$ cat config.mk
export PLATFORM = sky130hd
export DESIGN_NAME = ru_write_scheduler
export DESIGN_NICKNAME = d
export VERILOG_FILES = /design/src/rtl/ru_sched_pkg.sv /design/src/rtl/ru_init_sweep.sv /design/src/rtl/ru_write_scheduler.sv
export SDC_FILE = /design/constraint.sdc
export NUM_CORES = 1
export LEC_CHECK = 0
export BUFFER_PORTS_ARGS = -buffer_cell sky130_fd_sc_hd__buf_2
export CORE_AREA = 2 2 64 66
export DETAILED_ROUTE_END_ITERATION = 7
export DIE_AREA = 0 0 66 68
export MAX_ROUTING_LAYER = met4
export PLACE_DENSITY = 0.94
export SYNTH_ARGS = -nofsm -noshare
export SYNTH_HDL_FRONTEND = slang
export SYNTH_HIERARCHICAL = 1
export SYNTH_SLANG_ARGS = --single-unit
$ cat constraint.sdc
create_clock -name clk -period 3.92 [get_ports clk]
set_input_delay 0.784 -clock clk [delete_from_list [all_inputs] [get_ports clk]]
set_output_delay 0.784 -clock clk [all_outputs]
set_load 0.005 [all_outputs]
$ cat src/rtl/ru_sched_pkg.sv
// rtl/ru_sched_pkg.sv - shared types and constants for the register-file write scheduler
package ru_sched_pkg;

  typedef enum logic {S_INIT, S_RUN} ru_state_t;

  typedef enum logic [1:0] {GNT_NONE, GNT_INIT, GNT_CPU, GNT_DBG} ru_gnt_t;

  localparam logic [4:0] REG_X0 = 5'd0;
  localparam logic [4:0] REG_SP = 5'd2;

endpackage

$ cat src/rtl/ru_init_sweep.sv
// rtl/ru_init_sweep.sv - walks x1..x(NREGS-1) once, supplying the address/data to clear the register file
module ru_init_sweep
  import ru_sched_pkg::*;
#(
  parameter int          XLEN    = 32,
  parameter int          NREGS   = 32,
  parameter logic [31:0] SP_INIT = 32'h0000_0FFC,
  parameter int          PW      = $clog2(NREGS)
) (
  input  logic            clk,
  input  logic            rst,
  input  logic            active_i,
  input  logic            clr_i,
  output logic [PW-1:0]   rd_o,
  output logic [XLEN-1:0] data_o,
  output logic            last_o,
  output logic            done_o
);

  logic [PW-1:0] ptr_q, ptr_d;
  logic          done_q, done_d;

  assign rd_o   = ptr_q;
  assign data_o = (ptr_q == PW'(REG_SP)) ? XLEN'(SP_INIT) : '0;
  assign last_o = (ptr_q == PW'(NREGS - 1));
  assign done_o = done_q;

  always_comb begin
    ptr_d  = ptr_q;
    done_d = done_q;
    if (clr_i) begin
      ptr_d  = PW'(1);
      done_d = 1'b0;
    end else if (active_i) begin
      // Wrap back to x1 so a later restart starts from a known pointer.
      ptr_d = last_o ? PW'(1) : ptr_q + 1'b1;
      if (last_o) done_d = 1'b1;
    end
  end

  always_ff @(posedge clk or posedge rst) begin
    if (rst) begin
      ptr_q  <= PW'(1);
      done_q <= 1'b0;
    end else begin
      ptr_q  <= ptr_d;
      done_q <= done_d;
    end
  end

endmodule

$ cat src/rtl/ru_write_scheduler.sv
// rtl/ru_write_scheduler.sv - owns the register-file write port: init sweep, then core/debug arbitration
module ru_write_scheduler
  import ru_sched_pkg::*;
#(
  parameter int          XLEN       = 32,
  parameter int          NREGS      = 32,
  parameter logic [31:0] SP_INIT    = 32'h0000_0FFC,
  parameter int          STARVE_MAX = 4
) (
  input  logic            clk,
  input  logic            rst,
  input  logic            cpu_we,
  input  logic [4:0]      cpu_rd,
  input  logic [XLEN-1:0] cpu_data,
  input  logic            dbg_valid,
  input  logic [4:0]      dbg_rd,
  input  logic [XLEN-1:0] dbg_data,
  output logic            dbg_ready,
  input  logic            clr_req,
  output logic            RUWr,
  output logic [4:0]      rd,
  output logic [XLEN-1:0] DataWr,
  output logic            stall_core,
  output logic            init_done
);

  localparam int PW = $clog2(NREGS);
  localparam int SW = $clog2(STARVE_MAX + 1);

  ru_state_t       state_q;
  logic [SW-1:0]   starve_cnt_q;
  ru_gnt_t         gnt;
  logic            dbg_forced;
  logic            cpu_eff;
  logic [PW-1:0]   sweep_rd;
  logic [XLEN-1:0] sweep_data;
  logic            sweep_last;

  ru_init_sweep #(
    .XLEN    (XLEN),
    .NREGS   (NREGS),
    .SP_INIT (SP_INIT),
    .PW      (PW)
  ) u_sweep (
    .clk      (clk),
    .rst      (rst),
    .active_i (state_q == S_INIT),
    .clr_i    (clr_req),
    .rd_o     (sweep_rd),
    .data_o   (sweep_data),
    .last_o   (sweep_last),
    .done_o   (init_done)
  );

  assign cpu_eff    = cpu_we && (cpu_rd != REG_X0);
  assign dbg_forced = dbg_valid && (starve_cnt_q == SW'(STARVE_MAX));

  // rst gates the grant directly so the port goes quiet the instant reset is raised.
  always_comb begin
    gnt = GNT_NONE;
    if (rst)                    gnt = GNT_NONE;
    else if (state_q == S_INIT) gnt = GNT_INIT;
    else if (dbg_forced)        gnt = GNT_DBG;
    else if (cpu_eff)           gnt = GNT_CPU;
    else if (dbg_valid)         gnt = GNT_DBG;
  end

  always_comb begin
    RUWr       = 1'b0;
    rd         = REG_X0;
    DataWr     = '0;
    dbg_ready  = 1'b0;
    stall_core = rst;
    case (gnt)
      GNT_INIT: begin
        RUWr       = 1'b1;
        rd         = 5'(sweep_rd);
        DataWr     = sweep_data;
        stall_core = 1'b1;
      end
      GNT_CPU: begin
        RUWr   = 1'b1;
        rd     = cpu_rd;
        DataWr = cpu_data;
      end
      GNT_DBG: begin
        // A debug write to x0 is still handshaken, just never reaches the file.
        RUWr       = (dbg_rd != REG_X0);
        rd         = dbg_rd;
        DataWr     = dbg_data;
        dbg_ready  = 1'b1;
        stall_core = dbg_forced;
      end
      default: ;
    endcase
  end

  always_ff @(posedge clk or posedge rst) begin
    if (rst) begin
      state_q      <= S_INIT;
      starve_cnt_q <= '0;
    end else if (clr_req) begin
      state_q      <= S_INIT;
      starve_cnt_q <= '0;
    end else begin
      if (state_q == S_INIT && sweep_last) state_q <= S_RUN;
      if (state_q == S_RUN) begin
        if (gnt == GNT_DBG || !dbg_valid)
          starve_cnt_q <= '0;
        else if (gnt == GNT_CPU && starve_cnt_q != SW'(STARVE_MAX))
          starve_cnt_q <= starve_cnt_q + 1'b1;
      end
    end
  end

endmodule

# Word level (Yosys, flattened, before mapping)
# Cells that the tools add are included.
[word_totals]
register_bits = 10
input_bits = 79
out_inout_bits = 41
wordCells = 53
[classes]
add_sub_neg = 2
n_eq_ne = 8
n_mux = 23
bitwise = 1
n_reduce_logical = 15
[op_table]
columns = ["cell", "count"]
rows = [
  ["32-bit case mux with 3 select lines", 1],
  ["5-bit two-way mux", 3],
  ["5-bit case mux with 3 select lines", 1],
  ["12-bit two-way mux", 1],
  ["3-bit two-way mux", 4],
  ["2-bit two-way mux", 5],
  ["5-bit nonzero test", 2],
  ["1-bit two-way mux", 6],
  ["2-bit nonzero test", 3],
  ["5-bit by 1-bit adder with 5-bit output (second input constant)", 1],
  ["5-bit by 2-bit == test with 1-bit output (second input constant)", 1],
  ["5-bit == test (second input constant)", 1],
  ["2-bit == test (second input constant)", 2],
  ["1-bit logical AND", 4],
  ["1-bit case mux with 2 select lines", 2],
  ["2-bit AND reduction", 2],
  ["3-bit by 1-bit adder with 3-bit output (second input constant)", 1],
  ["3-bit == test (second input constant)", 1],
  ["3-bit inequality test (second input constant)", 1],
  ["3-bit nonzero test", 1],
  ["2-bit by 1-bit == test with 1-bit output (second input constant)", 1],
  ["2-bit inequality test (second input constant)", 1],
  ["2-bit OR reduction", 1],
  ["1-bit logical NOT", 1],
  ["2 further kinds", 2],
]

# Depth between registers and ports, before layout
[depth]
depth_word = 12
mapped_depth = 8
depth_no_buf = 6

# Hierarchy
# Netlist, hierarchy kept.
[by_module_without_submodules]
columns = ["module", "n_inst", "cells_each", "area_per_inst_um2", "seq_area_each_um2"]
rows = [
  ["ru_write_scheduler", 1, 130, 1034.7, 100.1],
  ["ru_init_sweep", 1, 64, 569.3, 151.4],
]

# Worst setup path before layout
# Ideal clock, no wire load.
[synth_timing]
path_type = "flip-flop to output port"
start = "register u_sweep.ptr_q[0], in the netlist u_sweep/rd_o[0]"
end = "output port DataWr[10]"
t_arrival_ps = 1817
required_ps = 3136
path_slack_ps = 1319
path_stages_with_launch = 6
path_buffers = 1
cell_sequence = "dfstp_2 > inv_1 > ha_1 > nor4b_1 > buf_4 > a221o_1"
[synth_between]
elab_chain_len = 3
[synth_rtl]
columns = ["item", "line", "text"]
rows = [
  ["from (decl)", "ru_init_sweep.sv:20", "logic [PW-1:0] ptr_q, ptr_d;"],
  ["from (signal assigned)", "ru_init_sweep.sv:46", "ptr_q <= ptr_d;"],
  ["5-bit by 2-bit == test with 1-bit output", "ru_init_sweep.sv:24", "assign data_o = (ptr_q == PW'(REG_SP)) ? XLEN'(SP_INIT) : '0;"],
  ["12-bit two-way mux", "ru_init_sweep.sv:24", ""],
  ["named net sweep_data[10]", "ru_write_scheduler.sv:36", "logic [XLEN-1:0] sweep_data;"],
  ["32-bit case mux with 3 select lines", "ru_write_scheduler.sv:74", "case (gnt)"],
  ["to (decl)", "ru_write_scheduler.sv:22", "output logic [XLEN-1:0] DataWr,"],
]
# The timed path passes the listed nets, and every way through them passes these cells.

# Worst setup path in the final report
[layout_timing]
start = "input port rst"
end = "output port DataWr[3]"
[layout_between]
elab_chain_len = 3
word_cells_on_any_way = 5
cone_classes = "eq/ne: 3; mux: 2"
[layout_rtl]
columns = ["item", "line", "text"]
rows = [
  ["from (decl)", "ru_write_scheduler.sv:11", "input logic rst,"],
  ["2-bit two-way mux *", "ru_write_scheduler.sv:61", "if (rst) gnt = GNT_NONE;"],
  ["2-bit == test / 2-bit by 1-bit == test with 1-bit output (equally long branches)", "ru_write_scheduler.sv:74", ""],
  ["32-bit case mux with 3 select lines *", "ru_write_scheduler.sv:74", ""],
]
# Every way passes the cells marked *; elsewhere a longest branch is shown, timed or not.

==> flow_summary.yaml <==
run_status:
  status: "complete, no violations"
yosys:
  syn_avg_cell_area_um2: 8.27
  syn-cell-area_mm2: 0.00160
  yosys-top-cells-area: "a221o_1 (21%), buf_4 (15%), dfrtp_1 (14%)"
  synth_adder_area_share_pct: 3.90
  synth_warnings: 6
  synth-edff-count: 0
  synth_flop_cell: "dfrtp_1"
  yosys.area.top_type: "a221o_1"
  yosys-mux-area-fraction_pct: 0.624
  synth_top_family_by_area: "compound AO/OA/AOI/OAI gates"
  synth_compound_area_share_pct: 32.8
  async_reset_ff_share_pct: 100
  yosysTopAreaCellShare_pct: 20.6
  synth-simple-area-share_pct: 23.6
  synth_common_cells: "and3_1 (34), a221o_1 (33), buf_4 (32)"
  ys_ff_latch: 10
  yosys.area_share.xor_xnor_pct: 0
  post_synth_num_cell_types: 41
  syn_inst: 194
  ys_seq_area_share_pct: 15.7
  synth_most_common_cell: "and3_1"
route:
  drtPass1Iterations: 4
  drc: 0
  routed_wl_um: 4910
  vias: 1862
  routedWlPerCell_um: 14.2
  drt_iter0_markers: 93
  routed_via_density: 5.40
  ant_nets: 0
clock_tree:
  clockBufferDepth: 2
  cts_setup_buffers: 0
  htreeDepth: 1
  clk_latency_ns: 0.23
  clkTransAtPathRegs_ns: 0.05
  cts_hold_buf: 0
  post_cts_resized: 0
  cts_buffers: 3
  numClockSinks: 10
  root_buffer: "clkbuf_8"
  cts_tree: "built"
timing:
  hold_viol: 0
  fmax_mhz: 328
  slew_viol_final: 0
  fin_crit_ns: 3.05
  hold_slack_ns: 0.494
  worst_clock_skew_ns: 0.00177
  setup_viol: 0
  grt_setup_unrepaired: "false"
  maxSlewHeadroom_pct: 37.6
  fin_setup_tns_ns: 0
  worst_pin_slew_ns: 0.933
  finalCritPeriodShare_pct: 77.8
place:
  dp_hpwl_um: 3670
  placed_cells_incl_taps: 341
  gp_congestion: 0.860
  port-buffer-count: 119
setup_path:
  cp_max_fo: 23
  startpoint_type: "input pin"
  worst_r2r_path_depth: 5
  endpoint: "DataWr[3]"
  critPathCaptureType: "output pin"
  timing.critical_path.from: "rst"
  r2r_end: "u_sweep/rd_o[3]$_DFFE_PP0P_"
  cp_data_required_time_ns: 3.14
  r2r_start: "u_sweep/rd_o[1]$_DFFE_PP0P_"
  critical_path_class: "input pin to output pin"
  worst_ep_arrival_time_ns: 2.26
  rrSetupSlack_ns: 2.02
floorplanning:
  rows: 23
  design.die.area_mm2: 0.00449
  core_mm2: 0.00386
  die_y_um: 68
  boundaryPins: 120
  start_util_pct: 41.6
  die_x_um: 66
global_routing:
  grt_first_pass_wirelength_um: 6840
  antenna_found_initial: 0
  grt_start_max_net_pins: 39
  grt_pass1_vias: 1543
  overflow: 0
  grtUsageTotal_pct: 19.6
run:
  max-cap-violations: 0
cells_and_area:
  antenna_cells: 0
  final_cells: 345
  drive_gt1_share_pct: 47.5
  fillers: 351
  syn2layout_area_growth_pct: 32.2
  nets: 380
  post-route-util_pct: 55.0
power:
  power_density_mw_per_mm2: 171
  p_leak_nw: 1.33
  p_seq_share_pct: 31.6
  combPwrFrac_pct: 32.2
  power_uw: 363
  p_sw_uw: 102
  p_sw_share_pct: 28.0
  internal_power_uw: 261
  pwr-share-clk_pct: 36.3
  vdd_drop_max_v: 0.000183
hold_path:
  hold_class: "input pin to async pin"
placed cells by master (no fill, tap or decap), types with 2 or more instances in the layout:
cell type,n
nor3_1,2
inv_1,7
buf_2,119
a21o_1,6
a21oi_1,5
o21ai_0,2
nand2_1,3
ha_1,5
buf_4,3
dfrtp_1,9
a221o_1,33
nor2_1,10
clkbuf_8,4
conb_1,22
a22o_1,5
and3_1,34
registers in the layout, indices dropped and copies added, names as in the netlist:
name,count
u_sweep/rd_o,5
u_sweep/done_o,1
starve_cnt_q,3
state_q,1
metrics by stage:
stage	area [um^2]	worst slack (ns)
final	2120	0.872
after CTS	2120	0.908
after floorplan	1680	1.32
after global placement	2070	0.973
after detailed placement	2070	0.928
after global routing	2120	0.779
area by class of cell:
class                      instances  area (um^2)  share of cell area, %
tap                               50         62.6                   2.95
multi-input combinational        150         1080                   51.1
timing repair buffer             123          638                   30.1
clock buffer                       4         55.1                   2.60
sequential                        10          251                   11.9
inverter                           8         30.0                   1.42
critical path, cell delays in order:
cell     delay, ns
buf_2         0.15
nor2b_2       0.18
nand2_1       0.14
a31oi_4       0.50
buf_12        0.23
a221o_1       0.16
buf_2         0.11
routing by layer:
metal  track usage [%]  share of wire, %
met5                 -                 0
met4              3.06                 0
met2              37.1                51
met3              2.14               8.8
met1              23.0                40
power by group through the flow:
stage / Clock, mW / Sequential [mW] / Combinational, mW
global placement: 0 / 0.115 / 0.112
global route: 0.137 / 0.115 / 0.128
floorplan: 0 / 0.113 / 0.0719
detailed placement: 0 / 0.116 / 0.115
finish: 0.132 / 0.115 / 0.117
CTS: 0.130 / 0.114 / 0.116
logic make-up (layout without fill, tap and decap cells):
kind of cell,count (synthesis),in the layout
AND/OR/NAND/NOR,62,62
AO/OA/AOI/OAI,60,60
buffers and inverters,55,135
flip-flops,10,10
adder cells (fa/ha/maj),5,5
other,1,22
multiplexers,1,1
worst min path at each step:
stage	cells after the start	slack (ns)	to
after floorplan	2	0.49	u_sweep/done_o$_DFFE_PP0P_
after global placement	2	0.49	u_sweep/done_o$_DFFE_PP0P_
after detailed placement	2	0.49	u_sweep/done_o$_DFFE_PP0P_
after CTS	2	0.49	starve_cnt_q[0]$_DFFE_PP0P_
after global routing	2	0.49	starve_cnt_q[1]$_DFFE_PP0P_
final	2	0.49	starve_cnt_q[1]$_DFFE_PP0P_
No activity file was read; power rests on OpenSTA's default activity.
